### config.mk
export PLATFORM = sky130hd
export DESIGN_NAME = serial_io_scheduler_flat
export DESIGN_NICKNAME = d
export VERILOG_FILES = /design/src/rtl/serial_io_scheduler_if.sv /design/src/rtl/serial_io_scheduler.sv /design/src/flat_wrapper.sv
export SDC_FILE = /design/constraint.sdc
export NUM_CORES = 1
export LEC_CHECK = 0
export ABC_AREA = 1
export BUFFER_PORTS_ARGS = -buffer_cell sky130_fd_sc_hd__buf_2
export CAP_MARGIN = 15
export CORE_MARGIN = 3
export CORE_UTILIZATION = 55
export DETAILED_ROUTE_END_ITERATION = 7
export PLACE_DENSITY = 0.8
export SYNTH_ARGS = -nofsm -noshare
export SYNTH_HDL_FRONTEND = slang
export SYNTH_SLANG_ARGS = --single-unit
export TNS_END_PERCENT = 50
### constraint.sdc
create_clock -name i_CLK -period 2.7 [get_ports i_CLK]
set_clock_uncertainty 0.2 [all_clocks]
set_input_delay 0.27 -clock i_CLK [delete_from_list [all_inputs] [get_ports i_CLK]]
set_output_delay 0.27 -clock i_CLK [all_outputs]
set_load 0.01 [all_outputs]
### src/rtl/serial_io_scheduler_if.sv
//============================================================================
// Module  : serial_io_scheduler_if
// Brief   : Request/data side and board-pin side of the serial I/O scheduler.
// Rev     : 1.0  initial release
//============================================================================
`default_nettype none

interface serial_io_scheduler_if #(
    parameter int LED_BITS = 16,
    parameter int SEG_BITS = 32,
    parameter int DIP_BITS = 8
);
    logic                i_led_req;
    logic [LED_BITS-1:0] i_led_data;
    logic                i_seg_req;
    logic [SEG_BITS-1:0] i_seg_data;
    logic                i_dip_req;
    logic [DIP_BITS-1:0] o_dip_value;
    logic                o_dip_valid;
    logic                o_busy;
    logic                o_PSCLK;
    logic                o_LEDData;
    logic                o_LEDLatch;
    logic                o_SEGData;
    logic                o_SEGLatch;
    logic                o_DIPLatch;
    logic                i_DIPData;

    // master: user logic plus board; slave: the scheduler itself
    modport master (
        output i_led_req, i_led_data, i_seg_req, i_seg_data, i_dip_req, i_DIPData,
        input  o_dip_value, o_dip_valid, o_busy, o_PSCLK,
        input  o_LEDData, o_LEDLatch, o_SEGData, o_SEGLatch, o_DIPLatch
    );

    modport slave (
        input  i_led_req, i_led_data, i_seg_req, i_seg_data, i_dip_req, i_DIPData,
        output o_dip_value, o_dip_valid, o_busy, o_PSCLK,
        output o_LEDData, o_LEDLatch, o_SEGData, o_SEGLatch, o_DIPLatch
    );
endinterface

`default_nettype wire

### src/rtl/serial_io_scheduler.sv
//============================================================================
// Module  : serial_io_scheduler
// Brief   : Round-robin owner of the shared PSCLK serving LED, 7-seg and DIP chains.
// Rev     : 1.0  initial release
//============================================================================
`default_nettype none

module serial_io_scheduler #(
    parameter int CLK_DIV  = 5,
    parameter int LED_BITS = 16,
    parameter int SEG_BITS = 32,
    parameter int DIP_BITS = 8
) (
    input wire                   i_CLK,
    input wire                   i_SYS_RESET,
    serial_io_scheduler_if.slave bus
);
    localparam int SHIFT_W = (LED_BITS > SEG_BITS)
                           ? ((LED_BITS > DIP_BITS) ? LED_BITS : DIP_BITS)
                           : ((SEG_BITS > DIP_BITS) ? SEG_BITS : DIP_BITS);
    localparam int BIT_CW  = $clog2(SHIFT_W + 1);
    localparam int DIV_CW  = (CLK_DIV > 1) ? $clog2(CLK_DIV) : 1;

    localparam logic [DIV_CW-1:0] DIV_LAST = DIV_CW'(CLK_DIV - 1);
    localparam logic [BIT_CW-1:0] LED_LAST = BIT_CW'(LED_BITS - 1);
    localparam logic [BIT_CW-1:0] SEG_LAST = BIT_CW'(SEG_BITS - 1);
    localparam logic [BIT_CW-1:0] DIP_LAST = BIT_CW'(DIP_BITS - 1);

    typedef enum logic [2:0] {
        S_IDLE   = 3'd0,
        S_GRANT  = 3'd1,
        S_SHIFT  = 3'd2,
        S_LATCH  = 3'd3,
        S_LOAD   = 3'd4,
        S_DSHIFT = 3'd5,
        S_DONE   = 3'd6
    } state_t;

    typedef enum logic [1:0] {
        CH_LED = 2'd0,
        CH_SEG = 2'd1,
        CH_DIP = 2'd2
    } chan_t;

    state_t              state;
    state_t              state_nxt;
    chan_t               chan;
    chan_t               pick;
    chan_t               rr_first;
    logic [2:0]          pending;
    logic [2:0]          req_vec;
    logic [2:0]          grant_vec;
    logic [DIV_CW-1:0]   div_cnt;
    logic                phase;
    logic [BIT_CW-1:0]   bit_cnt;
    logic [BIT_CW-1:0]   bit_last;
    logic [SHIFT_W-1:0]  shift_reg;
    logic [DIP_BITS-1:0] dip_value;
    logic                half_end;
    logic                bit_end;
    logic                last_bit;

    function automatic chan_t chan_after(input chan_t c);
        case (c)
            CH_LED:  return CH_SEG;
            CH_SEG:  return CH_DIP;
            default: return CH_LED;
        endcase
    endfunction

    // rr_first names the channel with top priority at the next grant
    always_comb begin
        pick = chan_after(chan_after(rr_first));
        if (pending[rr_first]) begin
            pick = rr_first;
        end else if (pending[chan_after(rr_first)]) begin
            pick = chan_after(rr_first);
        end
    end

    always_comb begin
        case (chan)
            CH_LED:  bit_last = LED_LAST;
            CH_SEG:  bit_last = SEG_LAST;
            default: bit_last = DIP_LAST;
        endcase
    end

    assign req_vec   = {bus.i_dip_req, bus.i_seg_req, bus.i_led_req};
    assign grant_vec = (state == S_GRANT) ? (3'b001 << pick) : 3'b000;
    assign half_end  = (div_cnt == DIV_LAST);
    assign bit_end   = half_end & phase;
    assign last_bit  = (bit_cnt == bit_last);

    always_ff @(posedge i_CLK or negedge i_SYS_RESET) begin
        if (!i_SYS_RESET) begin
            state <= S_IDLE;
        end else begin
            state <= state_nxt;
        end
    end

    always_comb begin
        state_nxt       = state;
        bus.o_PSCLK     = 1'b0;
        bus.o_LEDData   = 1'b0;
        bus.o_SEGData   = 1'b0;
        bus.o_LEDLatch  = 1'b0;
        bus.o_SEGLatch  = 1'b0;
        bus.o_DIPLatch  = 1'b1;
        bus.o_dip_valid = 1'b0;
        bus.o_busy      = 1'b1;
        case (state)
            S_IDLE: begin
                bus.o_busy = 1'b0;
                if (|pending) state_nxt = S_GRANT;
            end
            S_GRANT: begin
                state_nxt = (pick == CH_DIP) ? S_LOAD : S_SHIFT;
            end
            S_SHIFT: begin
                bus.o_PSCLK   = phase;
                bus.o_LEDData = (chan == CH_LED) & shift_reg[SHIFT_W-1];
                bus.o_SEGData = (chan == CH_SEG) & shift_reg[SHIFT_W-1];
                if (bit_end && last_bit) state_nxt = S_LATCH;
            end
            S_LATCH: begin
                bus.o_LEDLatch = (chan == CH_LED);
                bus.o_SEGLatch = (chan == CH_SEG);
                if (bit_end) state_nxt = S_DONE;
            end
            S_LOAD: begin
                bus.o_DIPLatch = 1'b0;
                if (bit_end) state_nxt = S_DSHIFT;
            end
            S_DSHIFT: begin
                bus.o_PSCLK = phase;
                if (bit_end && last_bit) state_nxt = S_DONE;
            end
            S_DONE: begin
                bus.o_dip_valid = (chan == CH_DIP);
                state_nxt       = (|pending) ? S_GRANT : S_IDLE;
            end
            default: begin
                bus.o_busy = 1'b0;
                state_nxt  = S_IDLE;
            end
        endcase
    end

    assign bus.o_dip_value = dip_value;

    // A request arriving in the grant cycle of its own channel must survive the clear
    always_ff @(posedge i_CLK or negedge i_SYS_RESET) begin
        if (!i_SYS_RESET) begin
            pending   <= 3'b000;
            rr_first  <= CH_LED;
            chan      <= CH_LED;
            div_cnt   <= '0;
            phase     <= 1'b0;
            bit_cnt   <= '0;
            shift_reg <= '0;
            dip_value <= '0;
        end else begin
            pending <= (pending & ~grant_vec) | req_vec;
            case (state)
                S_GRANT: begin
                    chan    <= pick;
                    div_cnt <= '0;
                    phase   <= 1'b0;
                    bit_cnt <= '0;
                    case (pick)
                        CH_LED:  shift_reg <= SHIFT_W'(bus.i_led_data) << (SHIFT_W - LED_BITS);
                        CH_SEG:  shift_reg <= SHIFT_W'(bus.i_seg_data) << (SHIFT_W - SEG_BITS);
                        default: shift_reg <= '0;
                    endcase
                end
                S_SHIFT, S_LATCH, S_LOAD, S_DSHIFT: begin
                    if (half_end) begin
                        div_cnt <= '0;
                        phase   <= ~phase;
                    end else begin
                        div_cnt <= div_cnt + 1'b1;
                    end
                    if (state == S_SHIFT && bit_end) begin
                        shift_reg <= shift_reg << 1;
                        bit_cnt   <= bit_cnt + 1'b1;
                    end
                    // DIP data is taken on the last cycle before PSCLK rises
                    if (state == S_DSHIFT && half_end && !phase) begin
                        shift_reg <= {shift_reg[SHIFT_W-2:0], bus.i_DIPData};
                    end
                    if (state == S_DSHIFT && bit_end) begin
                        bit_cnt <= bit_cnt + 1'b1;
                        if (last_bit) dip_value <= shift_reg[DIP_BITS-1:0];
                    end
                end
                S_DONE: begin
                    rr_first <= chan_after(chan);
                end
                default: ;
            endcase
        end
    end
endmodule

`default_nettype wire

### src/flat_wrapper.sv
// flat-port wrapper written by rule: the top's interface ports become plain ports
module serial_io_scheduler_flat 
#(
    parameter int CLK_DIV  = 5,
    parameter int LED_BITS = 16,
    parameter int SEG_BITS = 32,
    parameter int DIP_BITS = 8
)
  (i_CLK, i_SYS_RESET, bus_i_led_req, bus_i_led_data, bus_i_seg_req, bus_i_seg_data, bus_i_dip_req, bus_i_DIPData, bus_o_dip_value, bus_o_dip_valid, bus_o_busy, bus_o_PSCLK, bus_o_LEDData, bus_o_LEDLatch, bus_o_SEGData, bus_o_SEGLatch, bus_o_DIPLatch);
  serial_io_scheduler_if #(.LED_BITS(LED_BITS), .SEG_BITS(SEG_BITS), .DIP_BITS(DIP_BITS)) bus_i ();
  input wire i_CLK;
  input wire i_SYS_RESET;
  input wire logic [$bits(bus_i.i_led_req)-1:0] bus_i_led_req;
  input wire logic [$bits(bus_i.i_led_data)-1:0] bus_i_led_data;
  input wire logic [$bits(bus_i.i_seg_req)-1:0] bus_i_seg_req;
  input wire logic [$bits(bus_i.i_seg_data)-1:0] bus_i_seg_data;
  input wire logic [$bits(bus_i.i_dip_req)-1:0] bus_i_dip_req;
  input wire logic [$bits(bus_i.i_DIPData)-1:0] bus_i_DIPData;
  output wire logic [$bits(bus_i.o_dip_value)-1:0] bus_o_dip_value;
  output wire logic [$bits(bus_i.o_dip_valid)-1:0] bus_o_dip_valid;
  output wire logic [$bits(bus_i.o_busy)-1:0] bus_o_busy;
  output wire logic [$bits(bus_i.o_PSCLK)-1:0] bus_o_PSCLK;
  output wire logic [$bits(bus_i.o_LEDData)-1:0] bus_o_LEDData;
  output wire logic [$bits(bus_i.o_LEDLatch)-1:0] bus_o_LEDLatch;
  output wire logic [$bits(bus_i.o_SEGData)-1:0] bus_o_SEGData;
  output wire logic [$bits(bus_i.o_SEGLatch)-1:0] bus_o_SEGLatch;
  output wire logic [$bits(bus_i.o_DIPLatch)-1:0] bus_o_DIPLatch;
  assign bus_i.i_led_req = bus_i_led_req;
  assign bus_i.i_led_data = bus_i_led_data;
  assign bus_i.i_seg_req = bus_i_seg_req;
  assign bus_i.i_seg_data = bus_i_seg_data;
  assign bus_i.i_dip_req = bus_i_dip_req;
  assign bus_i.i_DIPData = bus_i_DIPData;
  assign bus_o_dip_value = bus_i.o_dip_value;
  assign bus_o_dip_valid = bus_i.o_dip_valid;
  assign bus_o_busy = bus_i.o_busy;
  assign bus_o_PSCLK = bus_i.o_PSCLK;
  assign bus_o_LEDData = bus_i.o_LEDData;
  assign bus_o_LEDLatch = bus_i.o_LEDLatch;
  assign bus_o_SEGData = bus_i.o_SEGData;
  assign bus_o_SEGLatch = bus_i.o_SEGLatch;
  assign bus_o_DIPLatch = bus_i.o_DIPLatch;
  serial_io_scheduler #(.CLK_DIV(CLK_DIV), .LED_BITS(LED_BITS), .SEG_BITS(SEG_BITS), .DIP_BITS(DIP_BITS)) u_core (.i_CLK(i_CLK), .i_SYS_RESET(i_SYS_RESET), .bus(bus_i));
endmodule
# Word level (Yosys, flattened, before mapping)
# Cells that the tools add are included.
# totals
reg_bits	60
out_inout_bits	16
# classes
add_sub_neg	2
n_lt_le_gt_ge	2
eq_ne	22
shift	1
mux	39
n_bitwise	7
reduce_logical	21
# op_table
cell	count
case mux 32 bit (2 select lines)	2
two-way mux 32 bit	2
two-way mux 3 bit	8
case mux 3 bit (7 select lines)	1
== test 3 bit, second input constant	4
two-way mux 1 bit	12
two-way mux 6 bit	2
inequality test 2 x 1 -> 1 bit, second input constant	6
case mux 2 bit (2 select lines)	3
case mux 6 bit (2 select lines)	1
case mux 5 bit (2 select lines)	1
== test 2 x 1 -> 1 bit, second input constant	4
zero test 2 bit	4
adder 6 x 1 -> 6 bit, second input constant	1
== test 3 x 2 -> 1 bit, second input constant	2
== test 6 x 5 -> 1 bit	1
< comparator 2 x 3 -> 1 bit, second input constant	2
two-way mux 2 bit	3
inequality test 3 x 1 -> 1 bit, second input constant	2
case mux 3 bit (2 select lines)	1
AND reduction 2 bit	3
OR reduction 6 bit	1
logical AND 1 bit	5
AND reduction 5 bit	1
18 further kinds	22

# Longest topological paths before layout
# logic_depth
depth_word	12
mapped_depth	12
mapped_depth_nobuf	11

# Worst setup path after synthesis
# No wires, ideal clock.
# synth_timing
path_type	register -> register
startpoint	register u_core.state[2]
endpoint	register u_core.dip_value[0] (netlist: u_core.bus.o_dip_value[0])
setup_time_ps	118
arrival_ps	1861
required_time_ps	2382
setup_slack_ps	521
path_stages_with_launch	9
path_buffers	1
cell_sequence	dfrtp_1 -> inv_2 -> ha_1 -> inv_1 -> buf_2 -> nor4_4 -> nand2_1 -> nand2_1 -> nand2_1
# synth_between
elab_chain_cells	3
elab_cells_between_ends	7
cone_classes	4 x eq/ne; 3 x reduce/logical
# synth_lines
item	line_no	source
start, declared	serial_io_scheduler.sv:45	state_t state;
start signal, assigned	serial_io_scheduler.sv:99	state <= state_nxt;
== test 3 x 2 -> 1 bit (tied with other cells)	serial_io_scheduler.sv:166	case (state)
OR reduction 4 bit or logical AND 1 bit (tied branches)	serial_io_scheduler.sv:166, serial_io_scheduler.sv:193	
AND reduction 3 bit (no line) *	n/a	
end signal, assigned	serial_io_scheduler.sv:195	if (last_bit) dip_value <= shift_reg[DIP_BITS-1:0];
end, declared	serial_io_scheduler.sv:58	logic [DIP_BITS-1:0] dip_value;
# Mark *: on every way between the ends. The rest lies on a longest branch, timed or not.
# A chain may end at the register's enable or synchronous reset.

# Worst setup path in the final report
# layout_timing
startpoint	register u_core.state[1]
endpoint	register u_core.bit_cnt[4]
# layout_between
elab_chain_cells	4
elab_cells_between_ends	13
cone_classes	6 x eq/ne; 2 x mux; 5 x reduce/logical
# layout_lines
item	line_no	source
== test 3 x 2 -> 1 bit (tied with other cells)	serial_io_scheduler.sv:166	
OR reduction 4 bit (tied with other cells)	serial_io_scheduler.sv:166	
inequality test 3 x 1 -> 1 bit (no line) (tied with other cells)	n/a	
AND reduction 2 bit (no line) or case mux 6 bit (2 select lines) (tied branches)	n/a	
end signal, assigned	serial_io_scheduler.sv:187	bit_cnt <= bit_cnt + 1'b1;
end signal, assigned	serial_io_scheduler.sv:194	bit_cnt <= bit_cnt + 1'b1;
end, declared	serial_io_scheduler.sv:55	logic [BIT_CW-1:0] bit_cnt;
# Parallel ways exist; a longest one is shown, timed or not.

==> flow_metrics.py <==
metrics = {
    "critical_path": {
        "cp.buffers_inverters": 2,
        "r2r-start": "u_core.state[1]$_DFFE_PN0P_",
        "end_kind": "flop",
        "slowest_delay_ns": 0.45,
        "r2r_end": "u_core.bit_cnt[4]$_DFFE_PN0P_",
        "crit_path_top_delay_cell": "nor3_1",
        "cp.required_ns": 2.71,
        "cp_max_fo": 8,
        "r2r_setup_slack_ns": 0.27,
        "path_delay_family": "simple AND/OR/NAND/NOR gates",
        "path_cells": "inv_2 -> ha_1 -> clkinv_1 -> nor3_1 -> nand2_1 -> nand2_2 -> mux2_4",
        "worst_ep_arrival_time_ns": 2.44,
        "critPathKind": "flop to flop",
        "ff2ff_path_depth": 7,
        "start_kind": "flop",
    },
    "placed_design": {
        "dp.cells": 591,
        "place_hpwl_um": 5630,
        "gp_congestion": 0.888,
        "io_buffers": 69,
    },
    "floorplanning": {
        "die_w_um": 84.8,
        "row_count": 28,
        "ios": 70,
        "fp.dieH_um": 84.8,
        "start_util_pct": 57.4,
        "die_area_um2": 7190,
        "core_um2": 5960,
    },
    "power": {
        "total_power_w": 0.00192,
        "ir_drop_uv": 305,
        "p_per_area_nw_per_um2": 464,
        "p_leak_nw": 2.17,
    },
    "logic_synthesis": {
        "synth_seq_area_share_pct": 44.0,
        "yosys_register_bits": 60,
        "synthTopCellsByArea": "dfrtp_1, nand2_1, nand3_1",
        "synth_top_area_share_pct": 44.0,
        "muxShareOfSynthArea_pct": 0.440,
        "ys_types": 36,
        "syn_nets": 518,
        "synth_top_area_cell": "dfrtp_1",
        "synthAdderAreaFrac_pct": 1.83,
        "synth_warnings": 0,
        "syn_inst": 459,
        "syn_area_um2": 3420,
        "syn_avg_cell_area_um2": 7.44,
        "synthXorXnorAreaFrac_pct": 0.513,
        "synth_simple_gate_area_share_pct": 37.4,
        "synth_compound_area_share_pct": 9.34,
        "synth_top_family_by_area": "simple AND/OR/NAND/NOR gates",
    },
    "drt": {
        "dr.pass1.iters": 5,
        "wl_met3_um": 654,
        "wl_met2_um": 3780,
        "wire_per_inst_um": 13.3,
        "first_iter_violations": 300,
        "totalWireLength_um": 8210,
        "top_layer_used": "met4",
        "ant_nets": 0,
        "viasPerCell": 5.33,
        "num_vias": 3300,
        "drcViolationCount": 0,
        "wl_met1_um": 3650,
    },
    "clock_network": {
        "path_clk_slew_ns": 0.07,
        "htree_levels": 3,
        "tritoncts": "built",
        "cts_buffer_depth": 2,
        "post_cts_resized": 0,
        "clk_latency_ns": 0.34,
        "cts_buffers": 9,
        "cts_root_buf": "clkbuf_8",
        "clock-sinks": 60,
    },
    "global_routing": {
        "grt_pass1_vias": 3071,
        "grt_pass1_wl_um": 13800,
        "antenna_found_initial": 0,
        "grt_max_degree": 50,
        "track_usage_pct": 23.7,
        "grt_overflow": 0,
    },
    "final_layout": {
        "nNetsFinal": 598,
        "diodes": 0,
        "stdcell_count": 619,
        "layout-drive-gt1-share_pct": 21.3,
        "largest_reg_flops": 32,
        "synthToLayoutAreaGrowth_pct": 21.0,
    },
    "job": {
        "drv_cap": 0,
    },
    "timing": {
        "rsz0062_at_grt": "no",
        "finalHoldViolCount": 0,
        "slew_violations": 0,
        "fin_crit_ns": 2.43,
        "relSlewSlack_pct": 51.5,
        "finalSetupTns_ns": 0,
        "final-setup-viol-count": 0,
        "fmax_ghz": 0.412,
        "tightest_slew_ns": 0.727,
        "finalCritPeriodShare_pct": 90.0,
    },
    "min_path": {
        "hp-start": "bus_i_seg_data[13]",
        "whs_path_depth": 3,
        "hp-class": "input port to flop",
        "holdPathEnd": "u_core.shift_reg[13]$_DFFE_PN0P_",
    },
    "run_status": {
        "status": "finished, final reports clean",
    },
}
==> worst max path at each step <==
stage | start | to | slack (ns) | cells after the start
after floorplan | u_core.state[2]$_DFFE_PN0P_ | u_core.bus.o_dip_value[0]$_DFFE_PN0P_ | 0.52 | 8
after global placement | u_core.state[1]$_DFFE_PN0P_ | u_core.bit_cnt[4]$_DFFE_PN0P_ | 0.42 | 7
after detailed placement | u_core.state[1]$_DFFE_PN0P_ | u_core.bit_cnt[4]$_DFFE_PN0P_ | 0.34 | 7
after CTS | u_core.state[1]$_DFFE_PN0P_ | u_core.bit_cnt[4]$_DFFE_PN0P_ | 0.30 | 7
after global routing | u_core.div_cnt[0]$_DFFE_PN0P_ | u_core.shift_reg[12]$_DFFE_PN0P_ | 0.09 | 10
final | u_core.state[1]$_DFFE_PN0P_ | u_core.bit_cnt[4]$_DFFE_PN0P_ | 0.27 | 7
==> cells in the final DEF (no fill, tap or decap), drive strengths merged <==
| cell | netlist | final |
|---|---|---|
| a21boi | 1 | 1 |
| a21o | 1 | 1 |
| a21oi | 38 | 38 |
| a31oi | 1 | 1 |
| and2 | 1 | 1 |
| buf | 15 | 77 |
| bufinv | 0 | 2 |
| clkbuf | 5 | 9 |
| clkinv | 0 | 4 |
| clkinvlp | 0 | 1 |
| dfrtp | 60 | 60 |
| dlygate4sd3 | 0 | 12 |
| ha | 5 | 5 |
| inv | 26 | 26 |
| mux2 | 1 | 1 |
| nand2 | 139 | 139 |
| nand3 | 69 | 69 |
| nand3b | 1 | 1 |
| nand4 | 5 | 5 |
| nor2 | 62 | 62 |
| nor3 | 6 | 6 |
| nor3b | 2 | 2 |
| nor4 | 1 | 1 |
| o21ai | 14 | 14 |
| o21bai | 3 | 3 |
| or2 | 1 | 1 |
| xor2 | 2 | 2 |
==> power by group <==
part,switching [W],leakage [nW],total [W],internal [W]
clock,0.000385,0.110,0.000909,0.000524
sequential,0.00000497,0.775,0.000912,0.000907
combinational,0.0000429,1.28,0.0000949,0.0000520
total,0.000432,2.17,0.00192,0.00148
==> logic make-up after synthesis <==
logic type / count (synthesis)
compound gates: 58
xor+xnor: 2
fa+ha+maj: 5
buf+inv: 46
flops: 60
mux: 1
simple gates: 287
==> tightest hold or removal path, cell delays in order <==
cell,delay [ns]
buf_2,0.10
nand3_1,0.07
a21oi_1,0.07
==> cell type report <==
type | count | area (µm²)
fill | 506 | 1820
multi-input combinational | 353 | 1690
sequential | 60 | 1500
timing repair buffer | 89 | 526
clock buffer | 9 | 124
clock inverter | 7 | 98.8
inverter | 26 | 97.6
tap | 75 | 93.8
==> timing repair <==
item,CTS,global route
buffers inserted,0,0
hold endpoints to repair,30,0
hold buffers,12,0
==> synth_stat cells <==
cell and n:
nor2_4 1, nor2_2 3, o21bai_1 3, xor2_1 2
and2_1 1, buf_8 1, nand3_2 1, clkbuf_1 5
a21boi_4 1, buf_4 4, nand3b_1 1, o21ai_0 11
inv_2 5, nor3_1 6, nand3_4 1, buf_1 1
nand2_2 5, nand3_1 67, dfrtp_1 60, inv_1 21
a31oi_1 1, nor3b_1 2, nor2_1 58, nor4_4 1
a21o_1 1, ha_1 5, a21oi_1 37, or2_2 1
nand2_4 2, a21oi_2 1, buf_2 7, mux2_4 1
nand2_1 132, buf_6 2, nand4_1 5, o21ai_1 3
==> per-layer routing <==
layer,vias to the layer above,GRT usage [%]
met3,14,5.40
met5,-,0
met1,1485,33.0
met2,139,36.8
met4,0,7.48
li1,1662,-
==> per-stage QoR <==
step	utilization, %	cell area (µm²)	setup WS, ns	hold slack [ns]
CTS	69.4	4130	0.300	0.00148
global route	69.4	4130	0.0855	0.000779
global placement	63.6	3790	0.418	0.0369
finish	69.4	4130	0.270	0.0101
detailed placement	63.6	3790	0.335	0.0399
floorplan	-	3420	0.521	-0.226
Note: power is estimated with default switching activity, not from simulation.
